### src/rtl/vga_timing_pkg.sv
// Shared 640x480@60 timing constants and the pixel-position type for the
// VGA pixel-clock domain.
package vga_timing_pkg;

  localparam int VGA_H_DISPLAY = 640;
  localparam int VGA_H_FRONT   = 16;
  localparam int VGA_H_SYNC    = 96;
  localparam int VGA_H_BACK    = 48;
  localparam int VGA_V_DISPLAY = 480;
  localparam int VGA_V_FRONT   = 10;
  localparam int VGA_V_SYNC    = 2;
  localparam int VGA_V_BACK    = 33;

  localparam int VGA_H_TOTAL = VGA_H_DISPLAY + VGA_H_FRONT + VGA_H_SYNC + VGA_H_BACK;
  localparam int VGA_V_TOTAL = VGA_V_DISPLAY + VGA_V_FRONT + VGA_V_SYNC + VGA_V_BACK;

  // Sync windows are half-open: [START, END)
  localparam int VGA_HS_START = VGA_H_DISPLAY + VGA_H_FRONT;
  localparam int VGA_HS_END   = VGA_HS_START + VGA_H_SYNC;
  localparam int VGA_VS_START = VGA_V_DISPLAY + VGA_V_FRONT;
  localparam int VGA_VS_END   = VGA_VS_START + VGA_V_SYNC;

  localparam int VGA_CNT_W = 10;

  typedef struct packed {
    logic [VGA_CNT_W-1:0] col;
    logic [VGA_CNT_W-1:0] row;
  } vga_pos_t;

endpackage

### src/rtl/vga_delay_line.sv
// Enable-gated shift register used to re-time the decoded sync and
// video-enable bits onto the pixel-data timeline.
module vga_delay_line #(
  parameter int               WIDTH   = 3,
  parameter int               DEPTH   = 2,
  parameter logic [WIDTH-1:0] RST_VAL = '0
) (
  input  logic             clk,
  input  logic             rst_n,
  input  logic             en,
  input  logic [WIDTH-1:0] din,
  output logic [WIDTH-1:0] dout
);

  logic [WIDTH-1:0] stage_q [DEPTH];

  always_ff @(posedge clk) begin
    if (!rst_n) begin
      for (int i = 0; i < DEPTH; i++) begin
        stage_q[i] <= RST_VAL;
      end
    end else if (en) begin
      stage_q[0] <= din;
      for (int i = 1; i < DEPTH; i++) begin
        stage_q[i] <= stage_q[i-1];
      end
    end
  end

  assign dout = stage_q[DEPTH-1];

endmodule

### src/rtl/vga_timing_gen.sv
// Pixel-clock timing generator: raw position counters, a stage-0 decode
// register for early pixel lookup, and delayed syncs aligned with pixel data.
module vga_timing_gen
  import vga_timing_pkg::*;
#(
  parameter int H_DISPLAY = VGA_H_DISPLAY,
  parameter int H_FRONT   = VGA_H_FRONT,
  parameter int H_SYNC    = VGA_H_SYNC,
  parameter int H_BACK    = VGA_H_BACK,
  parameter int V_DISPLAY = VGA_V_DISPLAY,
  parameter int V_FRONT   = VGA_V_FRONT,
  parameter int V_SYNC    = VGA_V_SYNC,
  parameter int V_BACK    = VGA_V_BACK,
  parameter bit SYNC_POL  = 1'b0,
  parameter int PIPE_DLY  = 2,
  parameter int CNT_W     = VGA_CNT_W
) (
  input  logic             i_clk,
  input  logic             i_rst,
  input  logic             i_en,
  output logic [CNT_W-1:0] o_pix_col,
  output logic [CNT_W-1:0] o_pix_row,
  output logic             o_pix_req,
  output logic             o_line_start,
  output logic             o_frame_start,
  output logic             o_vga_h_sync,
  output logic             o_vga_v_sync,
  output logic             o_vga_vid_en
);

  localparam int H_TOTAL = H_DISPLAY + H_FRONT + H_SYNC + H_BACK;
  localparam int V_TOTAL = V_DISPLAY + V_FRONT + V_SYNC + V_BACK;

  localparam logic [CNT_W-1:0] H_LAST     = CNT_W'(H_TOTAL - 1);
  localparam logic [CNT_W-1:0] V_LAST     = CNT_W'(V_TOTAL - 1);
  localparam logic [CNT_W-1:0] H_DISP_C   = CNT_W'(H_DISPLAY);
  localparam logic [CNT_W-1:0] V_DISP_C   = CNT_W'(V_DISPLAY);
  localparam logic [CNT_W-1:0] HS_START_C = CNT_W'(H_DISPLAY + H_FRONT);
  localparam logic [CNT_W-1:0] HS_END_C   = CNT_W'(H_DISPLAY + H_FRONT + H_SYNC);
  localparam logic [CNT_W-1:0] VS_START_C = CNT_W'(V_DISPLAY + V_FRONT);
  localparam logic [CNT_W-1:0] VS_END_C   = CNT_W'(V_DISPLAY + V_FRONT + V_SYNC);

  localparam logic [2:0] DLY_RST = {~SYNC_POL, ~SYNC_POL, 1'b0};

  logic [CNT_W-1:0] h_cnt;
  logic [CNT_W-1:0] v_cnt;
  logic             req_d;
  logic             hs_d;
  logic             vs_d;

  logic [CNT_W-1:0] col_p0;
  logic [CNT_W-1:0] row_p0;
  logic             req_p0;
  logic             hs_p0;
  logic             vs_p0;
  logic             line_p0;
  logic             frame_p0;

  logic [2:0]       dly_out;

  // Decode of the current counter position
  always_comb begin
    req_d = (h_cnt < H_DISP_C) && (v_cnt < V_DISP_C);
    hs_d  = ((h_cnt >= HS_START_C) && (h_cnt < HS_END_C)) ? SYNC_POL : ~SYNC_POL;
    vs_d  = ((v_cnt >= VS_START_C) && (v_cnt < VS_END_C)) ? SYNC_POL : ~SYNC_POL;
  end

  // Counters and stage 0
  always_ff @(posedge i_clk) begin
    if (!i_rst) begin
      h_cnt    <= '0;
      v_cnt    <= '0;
      col_p0   <= '0;
      row_p0   <= '0;
      req_p0   <= 1'b0;
      hs_p0    <= ~SYNC_POL;
      vs_p0    <= ~SYNC_POL;
      line_p0  <= 1'b0;
      frame_p0 <= 1'b0;
    end else if (i_en) begin
      if (h_cnt == H_LAST) begin
        h_cnt <= '0;
        v_cnt <= (v_cnt == V_LAST) ? '0 : v_cnt + 1'b1;
      end else begin
        h_cnt <= h_cnt + 1'b1;
      end
      col_p0   <= h_cnt;
      row_p0   <= v_cnt;
      req_p0   <= req_d;
      hs_p0    <= hs_d;
      vs_p0    <= vs_d;
      line_p0  <= (h_cnt == '0);
      frame_p0 <= (h_cnt == '0) && (v_cnt == '0);
    end else begin
      // Pulses must not stretch across a stall
      line_p0  <= 1'b0;
      frame_p0 <= 1'b0;
    end
  end

  // Stage 0 to pins: PIPE_DLY enabled cycles
  vga_delay_line #(
    .WIDTH   (3),
    .DEPTH   (PIPE_DLY),
    .RST_VAL (DLY_RST)
  ) u_sync_dly (
    .clk   (i_clk),
    .rst_n (i_rst),
    .en    (i_en),
    .din   ({hs_p0, vs_p0, req_p0}),
    .dout  (dly_out)
  );

  assign o_pix_col     = col_p0;
  assign o_pix_row     = row_p0;
  assign o_pix_req     = req_p0;
  assign o_line_start  = line_p0;
  assign o_frame_start = frame_p0;
  assign o_vga_h_sync  = dly_out[2];
  assign o_vga_v_sync  = dly_out[1];
  assign o_vga_vid_en  = dly_out[0];

endmodule
### config.mk
export PLATFORM = sky130hd
export DESIGN_NAME = vga_timing_gen
export DESIGN_NICKNAME = d
export VERILOG_FILES = /design/src/rtl/vga_timing_pkg.sv /design/src/rtl/vga_delay_line.sv /design/src/rtl/vga_timing_gen.sv
export SDC_FILE = /design/constraint.sdc
export NUM_CORES = 1
export LEC_CHECK = 0
export CAP_MARGIN = 20
export CORE_ASPECT_RATIO = 0.8
export CORE_MARGIN = 2
export CORE_UTILIZATION = 37
export DETAILED_ROUTE_END_ITERATION = 12
export SLEW_MARGIN = 20
export SYNTH_ARGS = -nofsm -noshare
export SYNTH_HDL_FRONTEND = slang
export SYNTH_SLANG_ARGS = --single-unit
### constraint.sdc
create_clock -name i_clk -period 4.1 [get_ports i_clk]
set_input_delay 1.23 -clock i_clk [delete_from_list [all_inputs] [get_ports i_clk]]
set_output_delay 1.23 -clock i_clk [all_outputs]
set_load 0.005 [all_outputs]
==> flow_summary.toml, run 1 <==
[critical_path]
critical_path_endpoint_category = "flip-flop"
worstPathArrival_ps = 3160
cp_slowest_stage_delay_ps = 780
cp_data_required_time_ps = 4290
critical_path_fanouts_max = 24
crit_path_top_delay_cell = "clkdlybuf4s50_1"
path_class = "in2reg"
cp_cell_instances = "clkdlybuf4s50_1 -> buf_4 -> nand2_1 -> nor2_1 -> nand3_1 -> o32a_1"
timing.critical_path.from_type = "input port"

[clock_network]
clkTransAtPathRegs_ps = 80
htree_num_levels = 2
clock_sink_count = 51
worstSkewPairLatency_ps = 300
cts_setup_buffers = 0
resized_cells_post_cts = 0
clock-root-buffer = "clkbuf_8"
holdBufCountCts = 0
number_of_buffers_inserted_during_clock_tree_synthesis = 5
tritoncts = "yes"
cts.path.max_buffers = 2

[power_and_ir_drop]
leakage_nw = 0.949
power.density_mw_per_mm2 = 322
worst_ir_drop_vdd_uv = 165

[route]
finalWirelength_um = 4620
detailroute.via_count = 1567
drt_pass1_iterations = 4
routed_wire_length_per_instance_um = 14.1
final_ant_viol_nets = 0
drtIter0Drc = 88
route.detailed.vias_per_inst = 4.76
drcViolationCount = 0

[sta]
max_slew.worst_pin.slew_ps = 499
slew_headroom_pct = 66.6
post-route-period-util_pct = 72.6
timing.final.hold_violations = 0
timing.final.max_slew_violations = 0
timing.clock.skew_ps = 7.33
final-setup-viol-count = 0
setup-tns-final_ps = 0
fmaxAchievable_mhz = 336
final.min_clock_period_ps = 2980
finalHoldWorstSlack_ps = 473
rsz0062_at_grt = "no"

[cells_and_area]
antenna_cells = 0
design.final.nets = 254
area_added_between_synthesis_and_finish_pct = 19.4
share_of_cells_above_drive_strength_1_pct = 6.45
fillerInstances = 595

[synth]
synth-edff-count = 6
async_reset_ff_share_pct = 0
synth-main-ff-cell = "dfxtp_1"
synth_seq_area_share_pct = 48.8
synth_cell_type_count = 40
ys.warnings.count = 0
synthCells = 223
syn_avg_cell_area_sq_um = 9.94
syn_area_sq_mm = 0.00222
postSynthNetCount = 230
synthesis_stage_register_bit_count = 51

[floorplan]
num_io_pins = 29
rows = 25
coreArea_sq_mm = 0.00585
die_w_um = 90.5
initial_core_utilization_pct = 37.9
area_of_the_die_sq_mm = 0.00663
die_height_um = 73.2

[flow_run]
maxCapViolCount = 0

[placed_design]
numPortBuffers = 28
gp_congestion = 0.814
place_hpwl_um = 3230

[grt]
met1_usage_pct = 23.1
grt_pass1_vias = 1500
pin_count_of_the_biggest_net_entering_global_routing = 29
global_routing_met3_resource_utilization_pct = 3.62
grt-busiest-layer = "met1"
grt_pass1_wl_um = 7670
antenna_found_initial = 0
grt_use_total_pct = 14.9
grt_util_met2_pct = 19.9
gr-total-overflow = 0

[outcome]
status = "completed"

[min_path]
min-delay-path-class = "reg2reg"
==> cells in the mapped netlist (all sizes together), types with 3 or more instances <==
master | number | area (sq um)
nor3 | 4 | 20.0
xnor2 | 6 | 52.6
nand3 | 8 | 40.0
buf | 6 | 30.0
mux2i | 20 | 200
o22ai | 3 | 18.8
dfxtp | 45 | 901
nor2b | 22 | 138
nand2 | 13 | 48.8
a21oi | 3 | 15.0
or2 | 4 | 25.0
nor2 | 18 | 67.6
edfxtp | 6 | 180
nor4 | 6 | 52.6
o21ai | 3 | 18.8
ha | 4 | 50.1
clkbuf | 7 | 27.5
and3 | 6 | 37.5
inv | 6 | 22.5
nand4 | 7 | 43.8
xor2 | 7 | 61.3
and4 | 4 | 35.0
==> per-stage QoR <==
| step | util, % | setup slack, ps | area, sq um | total power, mW | instances |
|---|---|---|---|---|---|
| after floorplan | - | 1700 | 2220 | 0.556 | 223 |
| after global placement | 43.7 | 886 | 2560 | 0.572 | 321 |
| after detailed placement | 43.7 | 801 | 2560 | 0.573 | 321 |
| after CTS | 45.3 | 1120 | 2650 | 0.865 | 329 |
| after global routing | 45.3 | 1020 | 2650 | 0.896 | 329 |
| final | 45.3 | 1120 | 2650 | 0.854 | 329 |
==> cells by family after synthesis <==
kind of cell | after synthesis | share of synthesized area, %
DFF | 51 | 48.8
adders and majority gates | 4 | 2.26
xor gates and xnor gates | 13 | 5.14
buffers and inverters | 19 | 3.61
AOI/OAI and AO/OA | 15 | 4.52
muxes | 20 | 9.03
and+or+nand+nor | 101 | 26.7
==> path summary, 6_finish.rpt <==
kind	startpoint	to	slack, ps	cells after the start
hold / removal	hs_p0	hs_p0	470	1
setup reg to reg	h_cnt[0]	v_cnt[4]	2150	5
hold reg to reg	hs_p0	hs_p0	470	1
setup / recovery	i_en	hs_p0	1120	6
==> registers in the layout, indices dropped and copies added (netlist names) <==
name                flops
o_pix_col              10
o_line_start            1
vs_p0                   1
u_sync_dly.stage_q      6
h_cnt                  10
hs_p0                   1
o_frame_start           1
v_cnt                  10
o_pix_row              10
o_pix_req               1
==> report_power, final <==
| group | switching, mW | leakage [nW] | internal (mW) | total (mW) |
|---|---|---|---|---|
| registers | 0.00466 | 0.415 | 0.510 | 0.515 |
| clock network | 0.157 | 0.0482 | 0.136 | 0.293 |
| logic | 0.0233 | 0.485 | 0.0220 | 0.0453 |
==> cell type report <==
type	instances	area (sq um)	share of cell area, %
clock buffers	7	86.3	3.26
clock inverters	1	5.00	0.189
well taps	81	101	3.83
multi-input cells	153	1060	39.9
flip-flops and latches	51	1080	40.8
inverters	6	22.5	0.851
repair buffers	30	295	11.2
==> routing by layer <==
metal,vias to the layer above,wire length (um),share of wire (%)
li1,825,-,-
met1,702,2690,58
met2,35,1720,37
met3,5,163,3.5
met4,0,51,1.1
met5,-,0,0
==> cells in the final DEF, fill, tap and decap left out, drive strengths merged <==
master | Yosys | final
o21a | 1 | 1
nand4bb | 1 | 1
and3 | 6 | 6
nor2b | 22 | 22
nor4 | 6 | 6
nand4 | 7 | 7
clkinv | 0 | 1
o21ai | 3 | 3
clkbuf | 7 | 7
mux2i | 20 | 20
nand2 | 13 | 13
and2 | 1 | 1
inv | 6 | 6
and4 | 4 | 4
dfxtp | 45 | 45
or2 | 4 | 4
nand3 | 8 | 8
and4b | 1 | 1
or4 | 1 | 1
nor3 | 4 | 4
xnor2 | 6 | 6
edfxtp | 6 | 6
o32a | 1 | 1
a21boi | 1 | 1
o221ai | 1 | 1
buf | 6 | 2
and4bb | 1 | 1
o22ai | 3 | 3
nor2 | 18 | 18
a21oi | 3 | 3
nor4b | 1 | 1
clkdlybuf4s50 | 0 | 28
xor2 | 7 | 7
nand4b | 1 | 1
o31ai | 1 | 1
a31oi | 1 | 1
or3 | 1 | 1
ha | 4 | 4
nor3b | 1 | 1
==> worst max-delay path: cells and delay by family <==
| family | cells | cell delay, ps |
|---|---|---|
| AO/OA/AOI/OAI | 1 | 290 |
| buffers and inverters | 2 | 1210 |
| AND/OR/NAND/NOR | 3 | 440 |
Power figures use the tool's default switching activity.
==> inputs of run 2 (changes only) <==
clock period = 2.6 ns   (was 4.1 ns; I/O delays follow)
==> flow_summary.toml, run 2 (synthesis results as in run 1) <==
[grt]
gr-total-overflow = 0
pin_count_of_the_biggest_net_entering_global_routing = 25
antenna_found_initial = 0
grt_pass1_wl_um = 7710
grt_use_total_pct = 15.0
grt_pass1_vias = 1506

[sta]
max_slew.worst_pin.slew_ps = 413
timing.final.max_slew_violations = 0
timing.final.hold_violations = 0
final-setup-viol-count = 0
final.min_clock_period_ps = 2160
slew_headroom_pct = 72.2
setup_ws_ps = 443
post-route-period-util_pct = 83.0
fmaxAchievable_mhz = 464
setup-tns-final_ps = 0
rsz0062_at_grt = "no"
timing.clock.skew_ps = 4.80

[critical_path]
cp_data_required_time_ps = 2790
reg2reg_depth = 5
timing.critical_path.from_type = "input port"
reg2reg_slack_ps = 640
path_class = "in2reg"
regToRegStartpoint = "h_cnt[0]"
r2r-end = "h_cnt[5]"
worstPathArrival_ps = 2350
critical_path_fanouts_max = 24
critical_path_endpoint_category = "flip-flop"

[cells_and_area]
fillerInstances = 572
area_added_between_synthesis_and_finish_pct = 20.7
final_area_sq_mm = 0.00268
share_of_cells_above_drive_strength_1_pct = 7.91
most-common-layout-cells = "dfxtp_1, clkdlybuf4s50_1, nor2b_1"
layout.cells.most_common = "dfxtp_1"
design.final.nets = 259
antenna_cells = 0

[outcome]
status = "completed"

[route]
detailroute.via_count = 1667
routed_wire_length_per_instance_um = 13.9
finalWirelength_um = 4630
drtIter0Drc = 133
drcViolationCount = 0
route.detailed.vias_per_inst = 4.99
drt_pass1_iterations = 4
final_ant_viol_nets = 0

[placed_design]
postPlaceCellArea_sq_mm = 0.00259
gp_congestion = 0.857
numPortBuffers = 28
dp_slack_ps = 131
place_hpwl_um = 3370

[clock_network]
clock-root-buffer = "clkbuf_8"
holdBufCountCts = 0
clock_sink_count = 51
number_of_buffers_inserted_during_clock_tree_synthesis = 5
cts_setup_buffers = 0
cts.path.max_buffers = 2
worstSkewPairLatency_ps = 300
htree_num_levels = 2
clkTransAtPathRegs_ps = 80
resized_cells_post_cts = 0
tritoncts = "yes"

[power_and_ir_drop]
power.density_mw_per_mm2 = 493
leakage_nw = 0.967
worst_ir_drop_vdd_uv = 227

[min_path]
worst_hold_path.endpoint = "o_pix_col[2]"
timing.hold.worst.start = "o_pix_col[2]"
instance_count_along_the_most_critical_hold_path = 2
min-delay-path-class = "reg2reg"

[floorplan]
rows = 25
die_w_um = 90.5
num_io_pins = 29
initial_core_utilization_pct = 37.9
area_of_the_die_sq_mm = 0.00663
die_height_um = 73.2
coreArea_sq_mm = 0.00585

[flow_run]
maxCapViolCount = 0
[run 2: how the worst max path moves through the flow]
stage | startpoint | end | slack [ps]
after CTS | i_en | hs_p0 | 450
after global routing | i_en | hs_p0 | 330
after detailed placement | i_en | hs_p0 | 130
final | i_en | hs_p0 | 440
after floorplan | i_en | v_cnt[8] | 650
after global placement | i_en | hs_p0 | 170
[run 2: per-layer routing]
metal / part of all wire, % / global-route usage, % / vias to the layer above
li1: - / - / 841
met2: 41 / 21.6 / 40
met1: 53 / 21.9 / 779
met4: 1.5 / 5.30 / 0
met5: 0 / 0 / -
met3: 4.3 / 3.51 / 7
[run 2: area by class of cell]
cell class	instances	area (sq um)	area share (%)
Timing Repair Buffer	35	333	12.4
Clock buffer	7	76.3	2.85
Tap cell	81	101	3.79
Multi-Input combinational cell	153	1060	39.5
Sequential cell	51	1080	40.4
Inverter	6	22.5	0.842
Clock inverter	1	5.00	0.187
[run 2: worst max-delay path, stage by stage]
cell and delay (ps):
clkdlybuf4s50_1 510, buf_4 340, nand2_1 180, nor2_1 140
nand3_1 90, o32a_1 290
[run 2: report_power, final]
group          switching [mW]  leakage, nW  internal, mW
Sequential            0.00769        0.415         0.805
Clock                   0.243       0.0422         0.189
Combinational          0.0368        0.509        0.0374
[run 2: stage by stage]
step | total power, mW | util, % | hold WS (ps) | cells
after floorplan | 0.876 | - | 438 | 223
after global placement | 0.906 | 44.3 | 455 | 326
after detailed placement | 0.906 | 44.3 | 472 | 326
after CTS | 1.33 | 45.7 | 493 | 334
after global routing | 1.37 | 45.7 | 520 | 334
final | 1.32 | 45.7 | 486 | 334
